$ cat config.mk
export PLATFORM = sky130hd
export DESIGN_NAME = fpu_status_tracker
export DESIGN_NICKNAME = d
export VERILOG_FILES = /design/src/rtl/fpu_status_tracker.sv
export SDC_FILE = /design/constraint.sdc
export NUM_CORES = 1
export LEC_CHECK = 0
export ABC_AREA = 1
export CAP_MARGIN = 20
export CORE_UTILIZATION = 57
export DETAILED_ROUTE_END_ITERATION = 12
export PLACE_DENSITY = 0.9
export SLEW_MARGIN = 25
export SYNTH_ARGS = -nofsm -noshare
export SYNTH_HDL_FRONTEND = slang
export SYNTH_SLANG_ARGS = --single-unit
$ cat constraint.sdc
create_clock -name clock_100KHz -period 7.1 [get_ports clock_100KHz]
set_input_delay 1.42 -clock clock_100KHz [delete_from_list [all_inputs] [get_ports clock_100KHz]]
set_output_delay 1.42 -clock clock_100KHz [all_outputs]
set_load 0.02 [all_outputs]
$ cat src/rtl/fpu_status_tracker.sv
// FPU completion tracker: sticky exception flags, saturating per-status event
// counters, an interrupt request and a ready/valid dump engine for counter snapshots.
module fpu_status_tracker #(
    parameter int CNT_W          = 8,
    parameter bit IRQ_ON_INEXACT = 1'b0
) (
    input  logic             clock_100KHz,
    input  logic             reset,
    input  logic             status_valid,
    input  logic [3:0]       status_in,
    input  logic [31:0]      result_in,
    input  logic             clear,
    input  logic             irq_en,
    input  logic             dump_req,
    input  logic             dump_ready,
    output logic             dump_valid,
    output logic [1:0]       dump_idx,
    output logic [CNT_W-1:0] dump_count,
    output logic             dump_busy,
    output logic [3:0]       sticky,
    output logic             bad_code,
    output logic [31:0]      last_result,
    output logic             irq
);

    localparam logic [3:0]       NUM_CODES = 4'd4;
    localparam logic [CNT_W-1:0] CNT_MAX   = '1;
    localparam logic [CNT_W-1:0] CNT_ONE   = CNT_W'(1);

    typedef enum logic {
        ST_IDLE,
        ST_SEND
    } state_e;

    logic [CNT_W-1:0] cnt_q  [4];
    logic [CNT_W-1:0] cnt_d  [4];
    logic [CNT_W-1:0] snap_q [4];
    logic [CNT_W-1:0] snap_d [4];
    logic [3:0]       sticky_q, sticky_d;
    logic             bad_code_q, bad_code_d;
    logic [31:0]      last_result_q, last_result_d;
    state_e           state_q, state_d;
    logic [1:0]       idx_q, idx_d;

    always_comb begin
        // NOTE: every signal driven here gets a default first, so paths that skip an assignment cannot infer a latch.
        cnt_d         = cnt_q;
        sticky_d      = sticky_q;
        bad_code_d    = bad_code_q;
        last_result_d = last_result_q;

        if (status_valid) begin
            last_result_d = result_in;
        end

        // clear wins over a same-edge completion; the event itself is dropped
        if (clear) begin
            cnt_d      = '{default: '0};
            sticky_d   = '0;
            bad_code_d = 1'b0;
        end else if (status_valid) begin
            if (status_in < NUM_CODES) begin
                if (cnt_q[status_in[1:0]] != CNT_MAX) begin
                    cnt_d[status_in[1:0]] = cnt_q[status_in[1:0]] + CNT_ONE;
                end
                sticky_d[status_in[1:0]] = 1'b1;
            end else begin
                bad_code_d = 1'b1;
            end
        end
    end

    always_comb begin
        state_d = state_q;
        idx_d   = idx_q;
        snap_d  = snap_q;

        case (state_q)
            ST_IDLE: begin
                // Snapshot uses the pre-edge counters, so a same-edge event is excluded
                if (dump_req) begin
                    snap_d  = cnt_q;
                    idx_d   = 2'd0;
                    state_d = ST_SEND;
                end
            end
            ST_SEND: begin
                if (dump_ready) begin
                    idx_d = idx_q + 2'd1;
                    if (idx_q == 2'd3) begin
                        state_d = ST_IDLE;
                    end
                end
            end
        endcase
    end

    // NOTE: sequential state uses non-blocking assignments so every register samples pre-edge values in any statement order.
    // NOTE: the snapshot array is reset as well, so no stale counts survive a reset that aborts a dump.
    always_ff @(posedge clock_100KHz or posedge reset) begin
        if (reset) begin
            cnt_q         <= '{default: '0};
            snap_q        <= '{default: '0};
            sticky_q      <= '0;
            bad_code_q    <= 1'b0;
            last_result_q <= '0;
            state_q       <= ST_IDLE;
            idx_q         <= 2'd0;
        end else begin
            cnt_q         <= cnt_d;
            snap_q        <= snap_d;
            sticky_q      <= sticky_d;
            bad_code_q    <= bad_code_d;
            last_result_q <= last_result_d;
            state_q       <= state_d;
            idx_q         <= idx_d;
        end
    end

    assign dump_busy   = (state_q == ST_SEND);
    assign dump_valid  = dump_busy;
    assign dump_idx    = dump_busy ? idx_q : 2'd0;
    assign dump_count  = dump_busy ? snap_q[idx_q] : '0;
    assign sticky      = sticky_q;
    assign bad_code    = bad_code_q;
    assign last_result = last_result_q;
    assign irq         = irq_en & (sticky_q[1] | sticky_q[2] | bad_code_q |
                                   (IRQ_ON_INEXACT & sticky_q[3]));

endmodule

## Word-level counts from Yosys, hierarchy flattened

Cells that the tools add are included.

- Multiplexer cells: 30
- Reduce and logical (&&, ||, !) cells: 10
- Magnitude comparators: 6
- Shifts and indexed selects: 0
- Add/subtract/negate cells: 2
- Bitwise operators: 7
- Eq/ne operators: 5
- $mul: 0
- Div/mod/pow operators: 0

Operators with widths:

| cell | count |
|---|---|
| $mux 32 | 4 |
| $mux 8 | 6 |
| $bmux 8 s2 | 2 |
| $bwmux 32 | 1 |
| $demux 8 s2 | 1 |
| $mux 4 | 3 |
| $add 8x1->8 const B | 1 |
| $ne 8x8->1 const B | 1 |
| $reduce_and 2->1 | 4 |
| $mux 1 | 7 |
| $ge 3x3->1 const B | 2 |
| $mux 2 | 3 |
| $ne 2x2->1 const B | 3 |
| $not 2->3 | 2 |
| $reduce_bool 2->1 | 3 |
| $lt 4x3->1 const B | 1 |
| $or 4x4->4 | 1 |
| $pmux 2 s2 | 1 |
| $lt 2x3->1 const B | 1 |
| $lt 3x1->1 const B | 1 |
| $reduce_and 3->1 | 1 |
| $add 2x1->2 const B | 1 |
| $demux 1 s2 | 1 |
| $eq 2x2->1 const B | 1 |
| 6 further kinds | 8 |

- ROM bits: 0
- Output and inout bits: 50
- Memories kept: 0
- Flip-flop bits (word level): 104
- Bits in latches: 0
- Bits in writable memories: 0

## Logic depth before layout (Yosys ltp)

- Depth in word-level cells: 10
- Mapped depth: 16

## Least setup slack after synthesis

Ideal clock, no wire load.

- Path kind: in2out
- Start point: input port irq_en
- End point: output port irq
- Arrival: 1.813 ns
- Stages on the path: 2
- Setup slack: 3.867 ns
- Path buffers: 0
- Cell sequence: inv_1 > a31oi_1

- Cells in the longest elaborated chain, start to end: 1

Ends and longest elaborated chain:

| what | RTL line | text |
|---|---|---|
| from (decl) | 13 | `input logic irq_en,` |
| $and 1x1->1 | 127 | `assign irq = irq_en & (sticky_q[1] \| sticky_q[2] \| bad_code_q \|` |
| to (decl) | 23 | `output logic irq` |

No other way between the ends.

## Final worst setup path

Same ends and word-level chain as after synthesis.

==> impl_metrics.prom <==
# TYPE chip_impl_metric gauge
chip_impl_metric{name="synth-seq-area-share",unit="%"} 51.6
chip_impl_info{name="commonest_non_fill_non_tap_cell_in_the_layout",value="nand2_1"} 1
chip_impl_metric{name="total_switching_power",unit="mW"} 0.503
chip_impl_metric{name="timing.final.crit_period",unit="ns"} 4.17
chip_impl_metric{name="syn_inst",unit=""} 558
chip_impl_metric{name="post_cts_hold_buffers",unit=""} 0
chip_impl_metric{name="die_x",unit="um"} 96.1
chip_impl_metric{name="timing_max_transition_violations_final",unit=""} 0
chip_impl_metric{name="worst_skew_pair.late_latency",unit="ns"} 0.37
chip_impl_metric{name="dpl.hpwl",unit="um"} 8640
chip_impl_metric{name="grt_first_pass_wirelength",unit="um"} 19300
chip_impl_metric{name="power-per-cell-area",unit="mW/mm^2"} 247
chip_impl_info{name="clock_tree.root_cell",value="clkbuf_8"} 1
chip_impl_metric{name="power.ir.vdd_worst",unit="mV"} 0.119
chip_impl_metric{name="row_count",unit=""} 33
chip_impl_metric{name="static-leakage-power",unit="nW"} 3.05
chip_impl_metric{name="route.final.wire_length",unit="um"} 11800
chip_impl_metric{name="grt_start_max_net_pins",unit=""} 59
chip_impl_info{name="path_class",value="in2out"} 1
chip_impl_metric{name="place_area",unit="sq mm"} 0.00596
chip_impl_metric{name="synth_nets",unit=""} 603
chip_impl_metric{name="drt.antenna.violating_nets",unit=""} 0
chip_impl_metric{name="globalRouteTotalUtil",unit="%"} 28.1
chip_impl_metric{name="clock_sink_count",unit=""} 104
chip_impl_metric{name="hold_viol_final",unit=""} 0
chip_impl_metric{name="comb_power_share",unit="%"} 31.1
chip_impl_metric{name="initial_utilization",unit="%"} 60.2
chip_impl_metric{name="htree_num_levels",unit=""} 3
chip_impl_metric{name="synthesis.area",unit="sq mm"} 0.00505
chip_impl_info{name="setup.worst_path.end_class",value="primary output"} 1
chip_impl_metric{name="coreArea",unit="sq mm"} 0.00838
chip_impl_metric{name="pwr-share-clk",unit="%"} 23.6
chip_impl_metric{name="drcViolationCount",unit=""} 0
chip_impl_metric{name="final_standard_cell_count_with_taps_included_and_fillers_excluded",unit=""} 751
chip_impl_metric{name="report.final.setup_viol",unit=""} 0
chip_impl_info{name="holdCritPathClass",value="reg2reg"} 1
chip_impl_metric{name="setup_tns",unit="ns"} 0
chip_impl_metric{name="clock-skew-final",unit="ns"} 0.00960
chip_impl_metric{name="vias",unit=""} 4118
chip_impl_metric{name="drv.max_cap_violation_count",unit=""} 0
chip_impl_metric{name="worstPathArrival",unit="ns"} 2.75
chip_impl_info{name="run_status",value="completed"} 1
chip_impl_metric{name="flow.area_growth_from_synthesis",unit="%"} 21.7
chip_impl_metric{name="clk_transition_reported_paths",unit="ns"} 0.09
chip_impl_metric{name="die_y",unit="um"} 96.1
chip_impl_metric{name="finalWeightedCongestion",unit=""} 0.972
chip_impl_metric{name="routedWlPerCell",unit="um"} 15.7
chip_impl_metric{name="slew-limit-headroom",unit="%"} 53.9
chip_impl_info{name="mostFrequentLayoutCells",value="nand2_1, dfrtp_1, clkdlybuf4s50_1, mux2_2, nor2_1"} 1
chip_impl_metric{name="design.final.nets",unit=""} 687
chip_impl_metric{name="ys_seq_elements",unit=""} 104
chip_impl_metric{name="routed_via_density",unit=""} 5.48
chip_impl_metric{name="cts.path.max_buffers",unit=""} 2
chip_impl_metric{name="seq_power_share",unit="%"} 45.3
chip_impl_metric{name="global_route.overflow_total",unit=""} 0
chip_impl_metric{name="antenna_cells",unit=""} 0
chip_impl_metric{name="yosysWarningCount",unit=""} 0
chip_impl_metric{name="path_max_fanout",unit=""} 1
chip_impl_metric{name="share_of_cells_above_drive_strength_1",unit="%"} 15.8
chip_impl_metric{name="antenna_found_initial",unit=""} 0
chip_impl_metric{name="io-pin-count",unit=""} 93
chip_impl_info{name="critical_path.startpoint_type",value="primary input"} 1
chip_impl_metric{name="placedCellCount",unit=""} 736
chip_impl_metric{name="design.die.area",unit="sq mm"} 0.00924
chip_impl_metric{name="portBuffers",unit=""} 92
chip_impl_metric{name="syn_area_per_cell",unit="sq um"} 9.05
chip_impl_metric{name="fillCellCount",unit=""} 595
chip_impl_metric{name="detail_route.first_pass.iterations",unit=""} 5
chip_impl_metric{name="post-route-period-util",unit="%"} 58.7
chip_impl_info{name="cts_tree",value="built"} 1
chip_impl_info{name="grt_setup_unrepaired",value="false"} 1
chip_impl_metric{name="cts.repair.resized",unit=""} 0
chip_impl_metric{name="drt_first_iter_violations",unit=""} 304
chip_impl_metric{name="cts.repair_timing.setup_buffer_count",unit=""} 0
chip_impl_metric{name="cellInternalPower",unit="mW"} 1.01
chip_impl_metric{name="grt_pass1_vias",unit=""} 4045
chip_impl_metric{name="number_of_buffers_created_by_cts",unit=""} 9
chip_impl_metric{name="report.power.total",unit="mW"} 1.52
chip_impl_metric{name="maxClockFrequency",unit="GHz"} 0.240
chip_impl_metric{name="final.hold.worst_slack",unit="ns"} 0.486
chip_impl_metric{name="required",unit="ns"} 5.68
chip_impl_metric{name="sw_frac_of_total",unit="%"} 33.2
chip_impl_metric{name="yosys.cell_types.count",unit=""} 29
chip_impl_metric{name="tightestPinTransition",unit="ns"} 0.691
chip_impl_metric{name="layout.cell_area.non_filler",unit="sq mm"} 0.00614
-- power groups by stage --
stage	Clock [mW]	Combinational (mW)	Sequential, mW
floorplan	0	0.272	0.701
global placement	0	0.454	0.695
detailed placement	0	0.469	0.698
CTS	0.361	0.472	0.687
global route	0.385	0.515	0.694
finish	0.358	0.472	0.687
-- path summary, 6_finish.rpt --
path                                      start                           to  slack, ns  depth (start not counted)
min in group asynchronous                 reset  last_result[22]$_DFFE_PP0P_       1.45                          2
max in group asynchronous                 reset        snap_q[1]$_DFFE_PP0P_       4.53                          3
hold / removal             cnt_q[8]$_DFFE_PP0P_         cnt_q[8]$_DFFE_PP0P_       0.49                          2
setup reg to reg           cnt_q[0]$_DFFE_PP0P_        cnt_q[23]$_DFFE_PP0P_       5.03                         11
setup / recovery                         irq_en                          irq       2.93                          4
hold reg to reg            cnt_q[8]$_DFFE_PP0P_         cnt_q[8]$_DFFE_PP0P_       0.49                          2
-- registers in the layout, indices dropped and copies added (netlist names) --
register / cells
bad_code: 1
cnt_q: 32
dump_busy: 1
idx_q: 2
last_result: 32
snap_q: 32
sticky: 4
-- stage by stage --
step | util (%) | worst slack [ns]
after floorplan | - | 2.95
after global placement | 71.1 | 2.96
after detailed placement | 71.1 | 2.82
after CTS | 73.3 | 2.94
after global routing | 73.3 | 2.86
final | 73.3 | 2.93
-- cell usage after synthesis --
| cell type | n | area share, % |
|---|---|---|
| buf_4 | 1 | 0.15 |
| nand3_1 | 14 | 1.4 |
| nor2_1 | 46 | 3.4 |
| inv_1 | 31 | 2.3 |
| o21ai_1 | 4 | 0.40 |
| nand2_4 | 4 | 0.89 |
| inv_6 | 1 | 0.17 |
| dfrtp_1 | 104 | 52 |
| nand3_4 | 3 | 1.0 |
| o21ai_0 | 30 | 3.0 |
| clkinv_1 | 2 | 0.15 |
| buf_6 | 4 | 0.89 |
| xor2_1 | 1 | 0.17 |
| inv_4 | 4 | 0.50 |
| buf_2 | 5 | 0.50 |
| clkbuf_1 | 9 | 0.67 |
| nand4_1 | 4 | 0.50 |
| inv_2 | 3 | 0.22 |
| nand2_2 | 9 | 1.1 |
| nand3b_1 | 1 | 0.15 |
| buf_8 | 2 | 0.59 |
| nor2_4 | 2 | 0.45 |
| nand2_1 | 196 | 15 |
| a31oi_1 | 1 | 0.12 |
| buf_12 | 1 | 0.40 |
| a21oi_1 | 17 | 1.7 |
| ha_1 | 2 | 0.50 |
| nor2_2 | 2 | 0.25 |
| mux2_2 | 55 | 12 |
-- layer usage --
metal,GRT usage [%],vias to the layer above,share of wire [%]
met5,0,-,0
met4,10.3,0,2.0
li1,-,1941,-
met2,45.4,211,48
met3,7.03,25,8.2
met1,36.6,1941,42
-- worst max-delay path: stages --
cell	delay (ns)
clkdlybuf4s50_1	0.45
inv_1	0.04
a31oi_1	0.19
clkdlybuf4s50_1	0.64
-- layout make-up --
class	instances	area, sq um	share of cell area (%)
clock buffer	10	128	2.08
tap	105	131	2.14
inverter	41	171	2.79
sequential	104	2600	42.4
clock inverter	5	56.3	0.917
multi-input combinational	391	2110	34.4
timing repair buffer	95	938	15.3
-- kinds of logic (layout without fill, tap and decap cells) --
logic type	count (synthesis)	in the layout	synth area share (%)
buffers and inverters	63	151	6.54
AO/OA/AOI/OAI	52	52	5.18
adder cells (fa/ha/maj)	2	2	0.496
AND/OR/NAND/NOR	281	281	23.8
multiplexers	55	55	12.3
flip-flops	104	104	51.6
XOR/XNOR	1	1	0.174
(Power assumes the default switching activity.)
